**src/rtl/memory_stage_if.sv**
```systemverilog
// Data-memory bus between the memory stage and the data memory.
//   mem_address     : word-aligned access address
//   mem_store_data  : store data replicated across the byte lanes
//   mem_byte_enable : store lane mask
//   mem_read        : load request strobe
//   mem_write       : store request strobe
//   mem_ready       : access completes this cycle
//   mem_load_data   : load data, valid while mem_ready is high
interface memory_stage_if;
  logic [31:0] mem_address;
  logic [31:0] mem_store_data;
  logic [3:0]  mem_byte_enable;
  logic        mem_read;
  logic        mem_write;
  logic        mem_ready;
  logic [31:0] mem_load_data;

  modport master (
    output mem_address, mem_store_data, mem_byte_enable, mem_read, mem_write,
    input  mem_ready, mem_load_data
  );

  modport slave (
    input  mem_address, mem_store_data, mem_byte_enable, mem_read, mem_write,
    output mem_ready, mem_load_data
  );
endinterface

```
**src/rtl/memory_stage.sv**
```systemverilog
// Pipeline stage between execute and writeback.
// Issues data-memory loads and stores over a ready-handshake bus. It aligns and
// extends load data, generates store byte enables and raises misaligned-access
// exceptions. While an access is outstanding, the stage stalls the front end.
// Ports:
//   clk, reset          : clock, asynchronous active-high reset
//   *_in                : instruction fields from execute
//   flush               : trap taken in writeback, kill the current op
//   stall               : hold execute and earlier stages
//   mem_bus             : data-memory bus (master side)
//   *_out               : registered writeback-bound fields
//   load_data_out       : aligned and extended load result
//   valid_out, exception_out, ecause_out : registered status
module memory_stage (
  input  logic        clk,
  input  logic        reset,
  input  logic [31:0] pc_in,
  input  logic [31:0] next_pc_in,
  input  logic [31:0] alu_data_in,
  input  logic [31:0] store_data_in,
  input  logic [31:0] csr_data_in,
  input  logic        load_in,
  input  logic        store_in,
  input  logic [1:0]  load_store_size_in,
  input  logic        load_signed_in,
  input  logic [1:0]  write_select_in,
  input  logic [4:0]  rd_address_in,
  input  logic [11:0] csr_address_in,
  input  logic        mret_in,
  input  logic        wfi_in,
  input  logic        valid_in,
  input  logic        exception_in,
  input  logic [3:0]  ecause_in,
  input  logic        flush,
  output logic        stall,
  memory_stage_if.master mem_bus,
  output logic [31:0] pc_out,
  output logic [31:0] next_pc_out,
  output logic [31:0] alu_data_out,
  output logic [31:0] csr_data_out,
  output logic [1:0]  write_select_out,
  output logic [4:0]  rd_address_out,
  output logic [11:0] csr_address_out,
  output logic        mret_out,
  output logic        wfi_out,
  output logic [31:0] load_data_out,
  output logic        valid_out,
  output logic        exception_out,
  output logic [3:0]  ecause_out
);

  typedef enum logic {IDLE, WAIT} state_t;

  localparam logic [3:0] ECAUSE_LOAD_MISALIGNED  = 4'd4;
  localparam logic [3:0] ECAUSE_STORE_MISALIGNED = 4'd6;

  state_t      state_q, state_d;
  logic        kill_q;
  logic [1:0]  byte_off;
  logic        mem_op;
  logic        aligned;
  logic        misaligned;
  logic        req;
  logic        exc_d;
  logic [3:0]  ecause_d;
  logic [31:0] load_data_d;
  logic        vld_d;

  // Sign- or zero-extend the low size bits of already right-shifted load data.
  function automatic logic [31:0] extend_load(input logic [31:0] shifted,
                                              input logic [1:0]  size,
                                              input logic        sign_ext);
    logic signed [7:0]  b;
    logic signed [15:0] h;
    logic signed [31:0] r;
    b = signed'(shifted[7:0]);
    h = signed'(shifted[15:0]);
    case (size)
      2'b00:   r = sign_ext ? 32'(b) : {24'd0, shifted[7:0]};
      2'b01:   r = sign_ext ? 32'(h) : {16'd0, shifted[15:0]};
      default: r = signed'(shifted);
    endcase
    return unsigned'(r);
  endfunction

  always_comb begin
    byte_off = alu_data_in[1:0];
    mem_op   = load_in || store_in;
    case (load_store_size_in)
      2'b00:   aligned = 1'b1;
      2'b01:   aligned = !byte_off[0];
      default: aligned = (byte_off == 2'b00);
    endcase
    misaligned = valid_in && !exception_in && mem_op && !aligned;
    // A flush in WAIT does not retract the request: the bus access must finish.
    // The reset term drops the strobes at once when reset arrives mid-access.
    req   = !reset && valid_in && !exception_in && mem_op && aligned &&
            !(flush && state_q == IDLE);
    stall = req && !mem_bus.mem_ready;
  end

  always_comb begin
    mem_bus.mem_address     = {alu_data_in[31:2], 2'b00};
    mem_bus.mem_read        = req && load_in;
    mem_bus.mem_write       = req && store_in;
    mem_bus.mem_byte_enable = 4'b0000;
    mem_bus.mem_store_data  = 32'd0;
    if (mem_bus.mem_write) begin
      case (load_store_size_in)
        2'b00: begin
          mem_bus.mem_byte_enable = 4'b0001 << byte_off;
          mem_bus.mem_store_data  = {4{store_data_in[7:0]}};
        end
        2'b01: begin
          mem_bus.mem_byte_enable = 4'b0011 << byte_off;
          mem_bus.mem_store_data  = {2{store_data_in[15:0]}};
        end
        default: begin
          mem_bus.mem_byte_enable = 4'b1111;
          mem_bus.mem_store_data  = store_data_in;
        end
      endcase
    end
  end

  always_comb begin
    state_d = state_q;
    case (state_q)
      IDLE: if (req && !mem_bus.mem_ready) state_d = WAIT;
      WAIT: if (mem_bus.mem_ready || !req) state_d = IDLE;
      default: state_d = IDLE;
    endcase
  end

  always_ff @(posedge clk or posedge reset) begin
    if (reset) state_q <= IDLE;
    else       state_q <= state_d;
  end

  // A flush seen while waiting is remembered until the access is captured.
  always_ff @(posedge clk or posedge reset) begin
    if (reset)                          kill_q <= 1'b0;
    else if (!stall)                    kill_q <= 1'b0;
    else if (flush && state_q == WAIT)  kill_q <= 1'b1;
  end

  always_comb begin
    exc_d = exception_in || misaligned;
    if (exception_in)    ecause_d = ecause_in;
    else if (misaligned) ecause_d = load_in ? ECAUSE_LOAD_MISALIGNED : ECAUSE_STORE_MISALIGNED;
    else                 ecause_d = 4'd0;
    load_data_d = load_in ?
      extend_load(mem_bus.mem_load_data >> {byte_off, 3'b000}, load_store_size_in, load_signed_in) :
      32'd0;
    vld_d = valid_in && !flush && !kill_q;
  end

  // ---- output register (writeback boundary) ----
  // Loads every cycle; while stalled it takes a bubble so one op retires once.
  always_ff @(posedge clk or posedge reset) begin
    if (reset) begin
      pc_out           <= 32'd0;
      next_pc_out      <= 32'd0;
      alu_data_out     <= 32'd0;
      csr_data_out     <= 32'd0;
      write_select_out <= 2'd0;
      rd_address_out   <= 5'd0;
      csr_address_out  <= 12'd0;
      mret_out         <= 1'b0;
      wfi_out          <= 1'b0;
      load_data_out    <= 32'd0;
      valid_out        <= 1'b0;
      exception_out    <= 1'b0;
      ecause_out       <= 4'd0;
    end else begin
      pc_out           <= pc_in;
      next_pc_out      <= next_pc_in;
      alu_data_out     <= alu_data_in;
      csr_data_out     <= csr_data_in;
      write_select_out <= write_select_in;
      rd_address_out   <= rd_address_in;
      csr_address_out  <= csr_address_in;
      mret_out         <= mret_in;
      wfi_out          <= wfi_in;
      load_data_out    <= load_data_d;
      valid_out        <= stall ? 1'b0 : vld_d;
      exception_out    <= stall ? 1'b0 : exc_d;
      ecause_out       <= ecause_d;
    end
  end

endmodule

```
**src/flat_wrapper.sv**
```systemverilog
// flat-port wrapper written by rule: the top's interface ports become plain ports
module memory_stage_flat 
  (clk, reset, pc_in, next_pc_in, alu_data_in, store_data_in, csr_data_in, load_in, store_in, load_store_size_in, load_signed_in, write_select_in, rd_address_in, csr_address_in, mret_in, wfi_in, valid_in, exception_in, ecause_in, flush, stall, pc_out, next_pc_out, alu_data_out, csr_data_out, write_select_out, rd_address_out, csr_address_out, mret_out, wfi_out, load_data_out, valid_out, exception_out, ecause_out, mem_bus_mem_address, mem_bus_mem_store_data, mem_bus_mem_byte_enable, mem_bus_mem_read, mem_bus_mem_write, mem_bus_mem_ready, mem_bus_mem_load_data);
  memory_stage_if mem_bus_i ();
  input  logic clk;
  input  logic reset;
  input  logic [31:0] pc_in;
  input  logic [31:0] next_pc_in;
  input  logic [31:0] alu_data_in;
  input  logic [31:0] store_data_in;
  input  logic [31:0] csr_data_in;
  input  logic load_in;
  input  logic store_in;
  input  logic [1:0] load_store_size_in;
  input  logic load_signed_in;
  input  logic [1:0] write_select_in;
  input  logic [4:0] rd_address_in;
  input  logic [11:0] csr_address_in;
  input  logic mret_in;
  input  logic wfi_in;
  input  logic valid_in;
  input  logic exception_in;
  input  logic [3:0] ecause_in;
  input  logic flush;
  output logic stall;
  output logic [31:0] pc_out;
  output logic [31:0] next_pc_out;
  output logic [31:0] alu_data_out;
  output logic [31:0] csr_data_out;
  output logic [1:0] write_select_out;
  output logic [4:0] rd_address_out;
  output logic [11:0] csr_address_out;
  output logic mret_out;
  output logic wfi_out;
  output logic [31:0] load_data_out;
  output logic valid_out;
  output logic exception_out;
  output logic [3:0] ecause_out;
  output wire logic [$bits(mem_bus_i.mem_address)-1:0] mem_bus_mem_address;
  output wire logic [$bits(mem_bus_i.mem_store_data)-1:0] mem_bus_mem_store_data;
  output wire logic [$bits(mem_bus_i.mem_byte_enable)-1:0] mem_bus_mem_byte_enable;
  output wire logic [$bits(mem_bus_i.mem_read)-1:0] mem_bus_mem_read;
  output wire logic [$bits(mem_bus_i.mem_write)-1:0] mem_bus_mem_write;
  input wire logic [$bits(mem_bus_i.mem_ready)-1:0] mem_bus_mem_ready;
  input wire logic [$bits(mem_bus_i.mem_load_data)-1:0] mem_bus_mem_load_data;
  assign mem_bus_mem_address = mem_bus_i.mem_address;
  assign mem_bus_mem_store_data = mem_bus_i.mem_store_data;
  assign mem_bus_mem_byte_enable = mem_bus_i.mem_byte_enable;
  assign mem_bus_mem_read = mem_bus_i.mem_read;
  assign mem_bus_mem_write = mem_bus_i.mem_write;
  assign mem_bus_i.mem_ready = mem_bus_mem_ready;
  assign mem_bus_i.mem_load_data = mem_bus_mem_load_data;
  memory_stage u_core (.clk(clk), .reset(reset), .pc_in(pc_in), .next_pc_in(next_pc_in), .alu_data_in(alu_data_in), .store_data_in(store_data_in), .csr_data_in(csr_data_in), .load_in(load_in), .store_in(store_in), .load_store_size_in(load_store_size_in), .load_signed_in(load_signed_in), .write_select_in(write_select_in), .rd_address_in(rd_address_in), .csr_address_in(csr_address_in), .mret_in(mret_in), .wfi_in(wfi_in), .valid_in(valid_in), .exception_in(exception_in), .ecause_in(ecause_in), .flush(flush), .stall(stall), .mem_bus(mem_bus_i), .pc_out(pc_out), .next_pc_out(next_pc_out), .alu_data_out(alu_data_out), .csr_data_out(csr_data_out), .write_select_out(write_select_out), .rd_address_out(rd_address_out), .csr_address_out(csr_address_out), .mret_out(mret_out), .wfi_out(wfi_out), .load_data_out(load_data_out), .valid_out(valid_out), .exception_out(exception_out), .ecause_out(ecause_out));
endmodule
```
**config.mk**
```make
export PLATFORM = sky130hd
export DESIGN_NAME = memory_stage_flat
export DESIGN_NICKNAME = d
export VERILOG_FILES = /design/src/rtl/memory_stage_if.sv /design/src/rtl/memory_stage.sv /design/src/flat_wrapper.sv
export SDC_FILE = /design/constraint.sdc
export NUM_CORES = 1
export LEC_CHECK = 0
export CORE_AREA = 3 3 189 191
export DETAILED_ROUTE_END_ITERATION = 8
export DIE_AREA = 0 0 192 194
export HOLD_SLACK_MARGIN = 0.08
export PLACE_DENSITY = 0.57
export SETUP_SLACK_MARGIN = 0.05
export SYNTH_ARGS = -nofsm -noshare
export SYNTH_HDL_FRONTEND = slang
export SYNTH_SLANG_ARGS = --single-unit
```
**constraint.sdc**
```tcl
create_clock -name clk -period 13.4 [get_ports clk]
set_clock_uncertainty 0.15 [all_clocks]
set_input_delay 4.02 -clock clk [delete_from_list [all_inputs] [get_ports clk]]
set_output_delay 4.02 -clock clk [all_outputs]
set_load 0.02 [all_outputs]
```
==> results list, run 1 <==
- The H-tree was split into 4 levels.
- Post-Synthesis Cell Area: approximately 0.0064 mm2
* Area share of the largest cell type after synthesis: 74.22%
* Die Outline Area: 0.03725 mm2
- The tree is rooted in a sky130_fd_sc_hd__clkbuf_16.
* Fraction of power spent switching nets: between 20% and 30%
* Actual transition at the worst max-transition pin: about 0.78 ns
- In the post-route analysis, the smallest setup slack over all paths is roughly 2.3 ns.
* Effective utilization at floorplan: 18.58%
* Synthesis warning total: 0
* Number of buffers inserted by hold repair at cts: 0
* Synth top area cells: sky130_fd_sc_hd__dfrtp_1 74%, sky130_fd_sc_hd__mux2i_1 5.0%, sky130_fd_sc_hd__buf_4 3.8%
- Post-CTS clock slew at the launch and capture registers of the worst setup and hold paths: about 0.07 ns
- Timing-limited maximum frequency: 90.07 MHz
- Clock network latency to the later pin of the worst-skew pair: approximately 0.42 ns
- Averaged over all synthesized cells, the footprint is approximately 14 um2.
* Largest fanout on the critical path: 29
- Relative slew slack: between 40% and 50%
- CTS tree: built
- Setup total negative slack on the finished layout was measured at 0 ns.
- Port buffering added between 400 and 500 buffers.
- Summed over all layers, the routed wires come to between 20,000 and 30,000 um.
- Of the total power, the clock network draws a little under two fifths.
- Gates resized during post-CTS repair numbered 0.
* Setup CP Type: input pin to output pin
- Across every metal layer, demand over resource in global routing totals between 10% and 20%.
- In this run, flip-flops and latches consume between 40% and 50% of the power.
- Largest voltage drop on the vdd net: 0.05498 mV
- Setup violations remaining at the end of the flow were counted as 0.
- DRT iter0 DRCs: about 180
* Filler cell count in the final layout: 3,378
* Lkg Pwr: approximately 5.0 nW
* Count of clock tree sinks: roughly 190
- In the synthesized netlist the async set-or-reset flop fraction comes to 100.0%.
- Startpoint type of the worst setup path: input pin
- Placement Rows: roughly 70
- Setup repair after global routing left no endpoint under its margin.
- Primary FF master, synth: sky130_fd_sc_hd__dfrtp_1
- Total chip power: between 1 and 1.5 mW
* Number of vias in the routed layout: about 5.2k
- Post-CTS setup repair buffer count: 0
- The worst setup path is captured at an output pin.
* Crit path required time: just over 9 ns
- Remaining routing DRC violations: 0
* Total area of multi-input combinational cells: about 0.0013 mm2
* Total count of hold-check failures in the final report: 0
* Cell with the most instances after synthesis: sky130_fd_sc_hd__dfrtp_1
- First-pass GRT wire length: 37,610 um
- The count of nets left with antenna violations once routing finished came out at 0.
- Dividing the final minimum period by the clock period gives a little over 80%.
* Count of pins on the block boundary: around 500
- Dividing the detail-routed wire length by the instance count gives 18.86 um.
- Across the run, the number of max-cap violations was 0.
* Place WS: 2.181 ns
- Detail-routed via count per cell: approximately 3.8
* Seq/Total Area, Yosys: between 70 and 80%
- Total global routing overflow: 0
- Buffer levels on the longest clock path: 2
- In the final layout, flip-flops and latches occupy between 0.004 and 0.005 mm2.
- Post-layout minimum cycle time: between 10 and 15 ns
- Most common library cells after synthesis: 189 x sky130_fd_sc_hd__dfrtp_1, 34 x sky130_fd_sc_hd__nand2_1, 32 x sky130_fd_sc_hd__buf_4, 32 x sky130_fd_sc_hd__mux2i_1, 31 x sky130_fd_sc_hd__nor2_1
- Antenna violations before repair: 2
* Min-delay worst type: register to register
* Synthesized netlist cell count: about 460
- In the final design database the tool counted 1,143 nets.
* Placeable core region: 0.03429 mm2
* Internal: ~1000 uW
- The congestion estimate from routability-driven global placement came to approximately 0.77.
- The number of clock buffers added by TritonCTS is 17.
* Dominant cell type by area after synthesis: sky130_fd_sc_hd__dfrtp_1
* P_sw: approximately 360 uW
- Die W: roughly 190 um
- Share of the core filled with cells in the final layout: around a third
- The run finished with clean final reports.
- Combinational logic burns 18.3% of the power.
* Via count of the first global-routing pass: 5,644
- Counting flops and latches in the post-synthesis netlist gives approximately 190.
- Dpl cell area: ~0.012 mm2
- Summed over all nets, the half-perimeter wirelength after detailed placement is 21,100 um.
* Proportion of layout cells with a drive suffix above 1: about 5.2%
- Number of pins exceeding their max-slew limit in the final report: 0
- Detailed-router iteration count before antenna repair: 4
- Data arrival time of the critical path: a little under 7 ns
- Yosys mapped a number of flops with a built-in enable equal to 0.
* Count of cell types in the netlist: 39
* Power Density: roughly 110 mW/mm2
- Maximum number of pins on one net before global-route repair: between 60 and 70
- Measured along the y axis, the die boundary spans 194 um.
* Final design instance area without fill: around 0.012 mm2
* Post-synthesis to final-layout area growth: 89.55%
routing by layer:
metal | global-route usage, % | wire length, um | up-vias
li1 | - | - | 2412
met3 | 5.587 | 2791 | 14
met5 | 0 | 11 | -
met4 | 3.724 | 327 | 2
met1 | 14.22 | 9080 | 2515
met2 | 25.34 | 13890 | 258
registers in the layout (all words and copies together) (netlist names):
signal	count
u_core.alu_data_out	32
u_core.csr_data_out	32
u_core.load_data_out	32
u_core.next_pc_out	32
u_core.pc_out	32
u_core.csr_address_out	12
u_core.rd_address_out	5
u_core.ecause_out	4
u_core.write_select_out	2
u_core.exception_out	1
u_core.kill_q	1
u_core.mret_out	1
u_core.state_q	1
u_core.valid_out	1
u_core.wfi_out	1
worst max-delay path, stage by stage:
cell and delay [ns]:
sky130_fd_sc_hd__clkdlybuf4s50_1 0.52, sky130_fd_sc_hd__clkinvlp_4 0.57, sky130_fd_sc_hd__o2111ai_1 0.48, sky130_fd_sc_hd__nand2b_1 0.17
sky130_fd_sc_hd__buf_4 0.27, sky130_fd_sc_hd__inv_2 0.15, sky130_fd_sc_hd__and2_1 0.19, sky130_fd_sc_hd__clkdlybuf4s50_1 0.53
cells in the final DEF, fill, tap and decap left out, drive strengths merged, types with 3 or more instances in the layout:
master	synthesis	final
a211oi	14	14
dfrtp	189	189
xnor2	3	3
nor2	32	32
clkdlybuf4s50	0	482
nand2	34	34
clkbuf	8	19
nor2b	10	10
and3	7	7
buf	43	9
clkinv	1	4
clkinvlp	0	3
mux2i	32	32
and2	11	11
a21oi	26	26
inv	3	9
nor4	3	3
o21ai	17	17
or2	3	3
power groups by stage:
stage,registers (mW),logic [mW],clock network [mW]
floorplan,0.659,0.0529,0
global placement,0.619,0.253,0
detailed placement,0.620,0.254,0
CTS,0.609,0.255,0.522
global route,0.611,0.265,0.543
finish,0.608,0.249,0.502
cells by family (layout without fill, tap and decap cells):
logic type                after synthesis  after routing  synth area share, %
buffers and inverters                  55            527                5.498
xor gates and xnor gates                3              3               0.4124
and+or+nand+nor                       109            109                8.266
other                                   1              3              0.05885
AOI/OAI and AO/OA                      64             64                5.989
muxes                                  34             34                5.557
DFF                                   189            189                74.22
final timing paths:
| kind | startpoint | endpoint | depth (start not counted) | slack (ns) |
|---|---|---|---|---|
| setup reg to reg | u_core.state_q$_DFF_PP0_ | u_core.kill_q$_DFFE_PP0P_ | 3 | 12.05 |
| hold / removal | u_core.kill_q$_DFFE_PP0P_ | u_core.valid_out$_DFF_PP0_ | 1 | 0.29 |
| hold reg to reg | u_core.kill_q$_DFFE_PP0P_ | u_core.valid_out$_DFF_PP0_ | 1 | 0.29 |
| min in group asynchronous | reset | u_core.ecause_out[2]$_DFF_PP0_ | 2 | 3.91 |
| setup / recovery | reset | mem_bus_mem_store_data[0] | 8 | 2.30 |
| max in group asynchronous | reset | u_core.csr_data_out[21]$_DFF_PP0_ | 4 | 7.42 |
stage by stage:
stage	hold slack, ns	instances
after detailed placement	0.2833	1351
final	0.2892	1384
after CTS	0.2935	1383
after floorplan	0.2609	456
after global placement	0.2717	1351
after global routing	0.3270	1383
cell type report:
type / instances / share of cell area, %
Antenna cell: 1 / 0.02072
Clock buffer: 19 / 3.667
Clock inverter: 13 / 1.077
Inverter: 4 / 0.1554
Multi-Input combinational cell: 212 / 10.73
Sequential cell: 189 / 39.15
Tap cell: 455 / 4.713
Timing Repair Buffer: 491 / 40.48
No activity file was read; power rests on OpenSTA's default activity.
==> inputs of run 2 (changes only) <==
- CORE_AREA: 3 3 189 191 -> 3 3 188 190
- DIE_AREA: 0 0 192 194 -> 0 0 191 193
- PLACE_DENSITY: 0.57 -> 0.56
- clock period: 13.4 -> 10.37 ns (I/O delays scaled with it)
==> run 2 against run 1 <==
  * Total power is 28% higher
  * Final cell count down 0.36%
  * Wire length increased by 1.5%
  * Setup slack got worse by 1.3 ns
  * Clock power is 27% higher
==> results list, run 2 (synthesized netlist as in run 1, its figures left out) <==
* Number of pins exceeding their max-slew limit in the final report: 0
- Number of CTS-inserted buffers: 17
- Buffer levels on the longest clock path: 2
* Detailed-router iteration count before antenna repair: 4
- Detailed Place HPWL: 21,500 um
* Crit Reg-Reg Startpoint: u_core.state_q$_DFF_PP0_
- Final Cycle Share: around nine tenths
- Relative to the synthesized area, the layout overhead comes to 89.63%.
* Post-CTS clock slew at the launch and capture registers of the worst setup and hold paths: 0.08 ns
- Remaining routing DRC violations: 0
* Root Buffer Master: sky130_fd_sc_hd__clkbuf_16
* CTS H-Tree Depth: 4
- Dividing total power by cell area gives a power density of between 100 and 150 mW/mm2.
* Uppermost layer routed: met5
- The critical path starts at alu_data_in[1].
- Via count of the first global-routing pass: approximately 5.7k
- Setup violations remaining at the end of the flow were counted as 0.
* Number of gates resized after cts: 0
- Max-cap violations in this run came to 0.
* Status: completed
- Metal1 wirelength: 8619 um
- Number of buffers inserted by hold repair at cts: 0
- Crit path required time: 7.11 ns
- Proportion of layout cells with a drive suffix above 1: ~5.3%
* Die Outline Area: about 0.037 mm2
* Y dimension of the die: ~190 um
- STA puts the critical path data arrival time at 6.09 ns.
- Setup repair after global routing left no endpoint under its margin.
* Routed wire length per instance: between 15 and 20 um
- Critical Path Sink Type: output pin
* Largest fanout on the critical path: 34
- The setup path with the least slack is of type input pin to output pin.
* Post-CTS setup repair buffer count: 0
- Placeable core region: ~0.034 mm2
- Once routing completed, OpenROAD measured the worst setup slack at slightly above 1 ns.
- The layout has 3,320 filler cells.
- The number of hold-slack violations in the final timing report was 0.
- Critical hold path startpoint: u_core.kill_q$_DFFE_PP0P_
* Leading cell types in the layout, fill and taps excluded: 482 x sky130_fd_sc_hd__clkdlybuf4s50_1, 189 x sky130_fd_sc_hd__dfrtp_1, 34 x sky130_fd_sc_hd__nand2_1
- Detail-routed via count per cell: ~3.8
- Wires add up to roughly 26,000 um.
- Total negative slack for setup checks: 0 ns
- Derived from the worst setup path, the maximum achievable clock frequency is 107.0 MHz.
- The initialized floorplan defines 67 standard-cell rows.
- Entering global routing, the biggest net connects 74 pins.
- The completed layout was analyzed and its total power is roughly 1.7 mW.
* NumNets Final: between 1k and 1.5k
- The tree built by TritonCTS fans out to between 150 and 200 sinks.
- Count of nets left with antenna violations after detail routing: 0
- Startpoint type of the worst setup path: input pin
- The sequential cells in the finished layout cover a total of between 0.004 and 0.005 mm2.
* DRT iter0 DRCs: 149
* CTS tree: built
- Port buffer count: ~480
- Across every metal layer, demand over resource in global routing totals between 10 and 15%.
- Number of vias in the routed layout: around 5.2k
* Post-layout minimum cycle time: approximately 9.3 ns
* Min-delay worst type: register to register
- First-pass GRT wire length: between 30,000 and 40,000 um
* Lkg Pwr: around 5.0 nW
* Clock network latency to the later pin of the worst-skew pair: 0.43 ns
- GP Congestion: 0.7872
* Effective utilization at floorplan: a little under a fifth
- Largest voltage drop on the vdd net: 0.09734 mV
* Met3 Wirelength: roughly 3300 um
- In this run the horizontal extent of the chip is about 190 um.
* Count of pins on the block boundary: a little under 500
- The initial antenna violation count was 3.
- At the pin with the least slew margin, the transition time is 0.9482 ns.
- Leaving out fill and tap cells, the most frequent cell in the layout is sky130_fd_sc_hd__clkdlybuf4s50_1.
- The total overflow left after global routing is 0.
- Relative slew slack: between 30% and 40%
- Prior to clock tree synthesis, the placed netlist has a worst setup slack of around 1.0 ns.
- Wire segments on met2 add up to approximately 14,000 um in the final route.
* Total area of multi-input combinational cells: 0.001296 mm2
==> run 2: changes by cell type in the layout (fill, tap and decap cells not counted), sizes merged <==
| cell | delta |
|---|---|
| bufinv | -1 |
| clkbuf | -1 |
| clkinv | +1 |
| diode | +2 |
| inv | +1 |
==> run 2: cell type report <==
cell class,count,area share (%)
Multi-Input combinational cell,212,10.73
Antenna cell,3,0.06212
Clock inverter,14,1.180
Clock buffer,18,3.634
Sequential cell,189,39.14
Timing Repair Buffer,491,40.46
Tap cell,448,4.639
Inverter,4,0.1553
==> run 2: path summary, 6_finish.rpt <==
| check | endpoint | slack, ns | cells past startpoint |
|---|---|---|---|
| worst min register to register | u_core.valid_out$_DFF_PP0_ | 0.29 | 1 |
| max in group asynchronous | u_core.csr_data_out[30]$_DFF_PP0_ | 5.56 | 4 |
| worst min-delay path | u_core.valid_out$_DFF_PP0_ | 0.29 | 1 |
| worst max-delay path | mem_bus_mem_store_data[0] | 1.02 | 8 |
| worst max register to register | u_core.kill_q$_DFFE_PP0P_ | 8.93 | 3 |
| min in group asynchronous | u_core.rd_address_out[2]$_DFF_PP0_ | 3.13 | 3 |
==> run 2: per-stage QoR <==
step | cell area (um2) | hold slack (ns) | cells | util [%]
after global routing | 12080 | 0.3085 | 1378 | 35.94
after global placement | 11490 | 0.2808 | 1344 | 34.19
after CTS | 12080 | 0.2904 | 1376 | 35.93
final | 12080 | 0.2860 | 1379 | 35.95
after detailed placement | 11490 | 0.2795 | 1344 | 34.19
after floorplan | 6380 | 0.2609 | 456 | -
==> run 2: where the power goes <==
part	switching, mW	internal, mW
sequential	0.0107	0.775
combinational	0.151	0.171
clock	0.311	0.327
==> run 2: critical path, cell delays in order <==
cell and delay, ns:
sky130_fd_sc_hd__clkdlybuf4s50_1 0.46, sky130_fd_sc_hd__buf_4 0.33, sky130_fd_sc_hd__a21oi_1 0.13, sky130_fd_sc_hd__or2_2 0.31
sky130_fd_sc_hd__nand2b_1 0.67, sky130_fd_sc_hd__inv_2 0.27, sky130_fd_sc_hd__and2_1 0.25, sky130_fd_sc_hd__clkdlybuf4s50_1 0.55
==> run 2: metal layers <==
layer | global-route usage (%) | vias to the layer above
met1 | 13.70 | 2515
met5 | 0 | -
met3 | 6.617 | 20
met4 | 4.544 | 2
met2 | 25.21 | 286
li1 | - | 2407
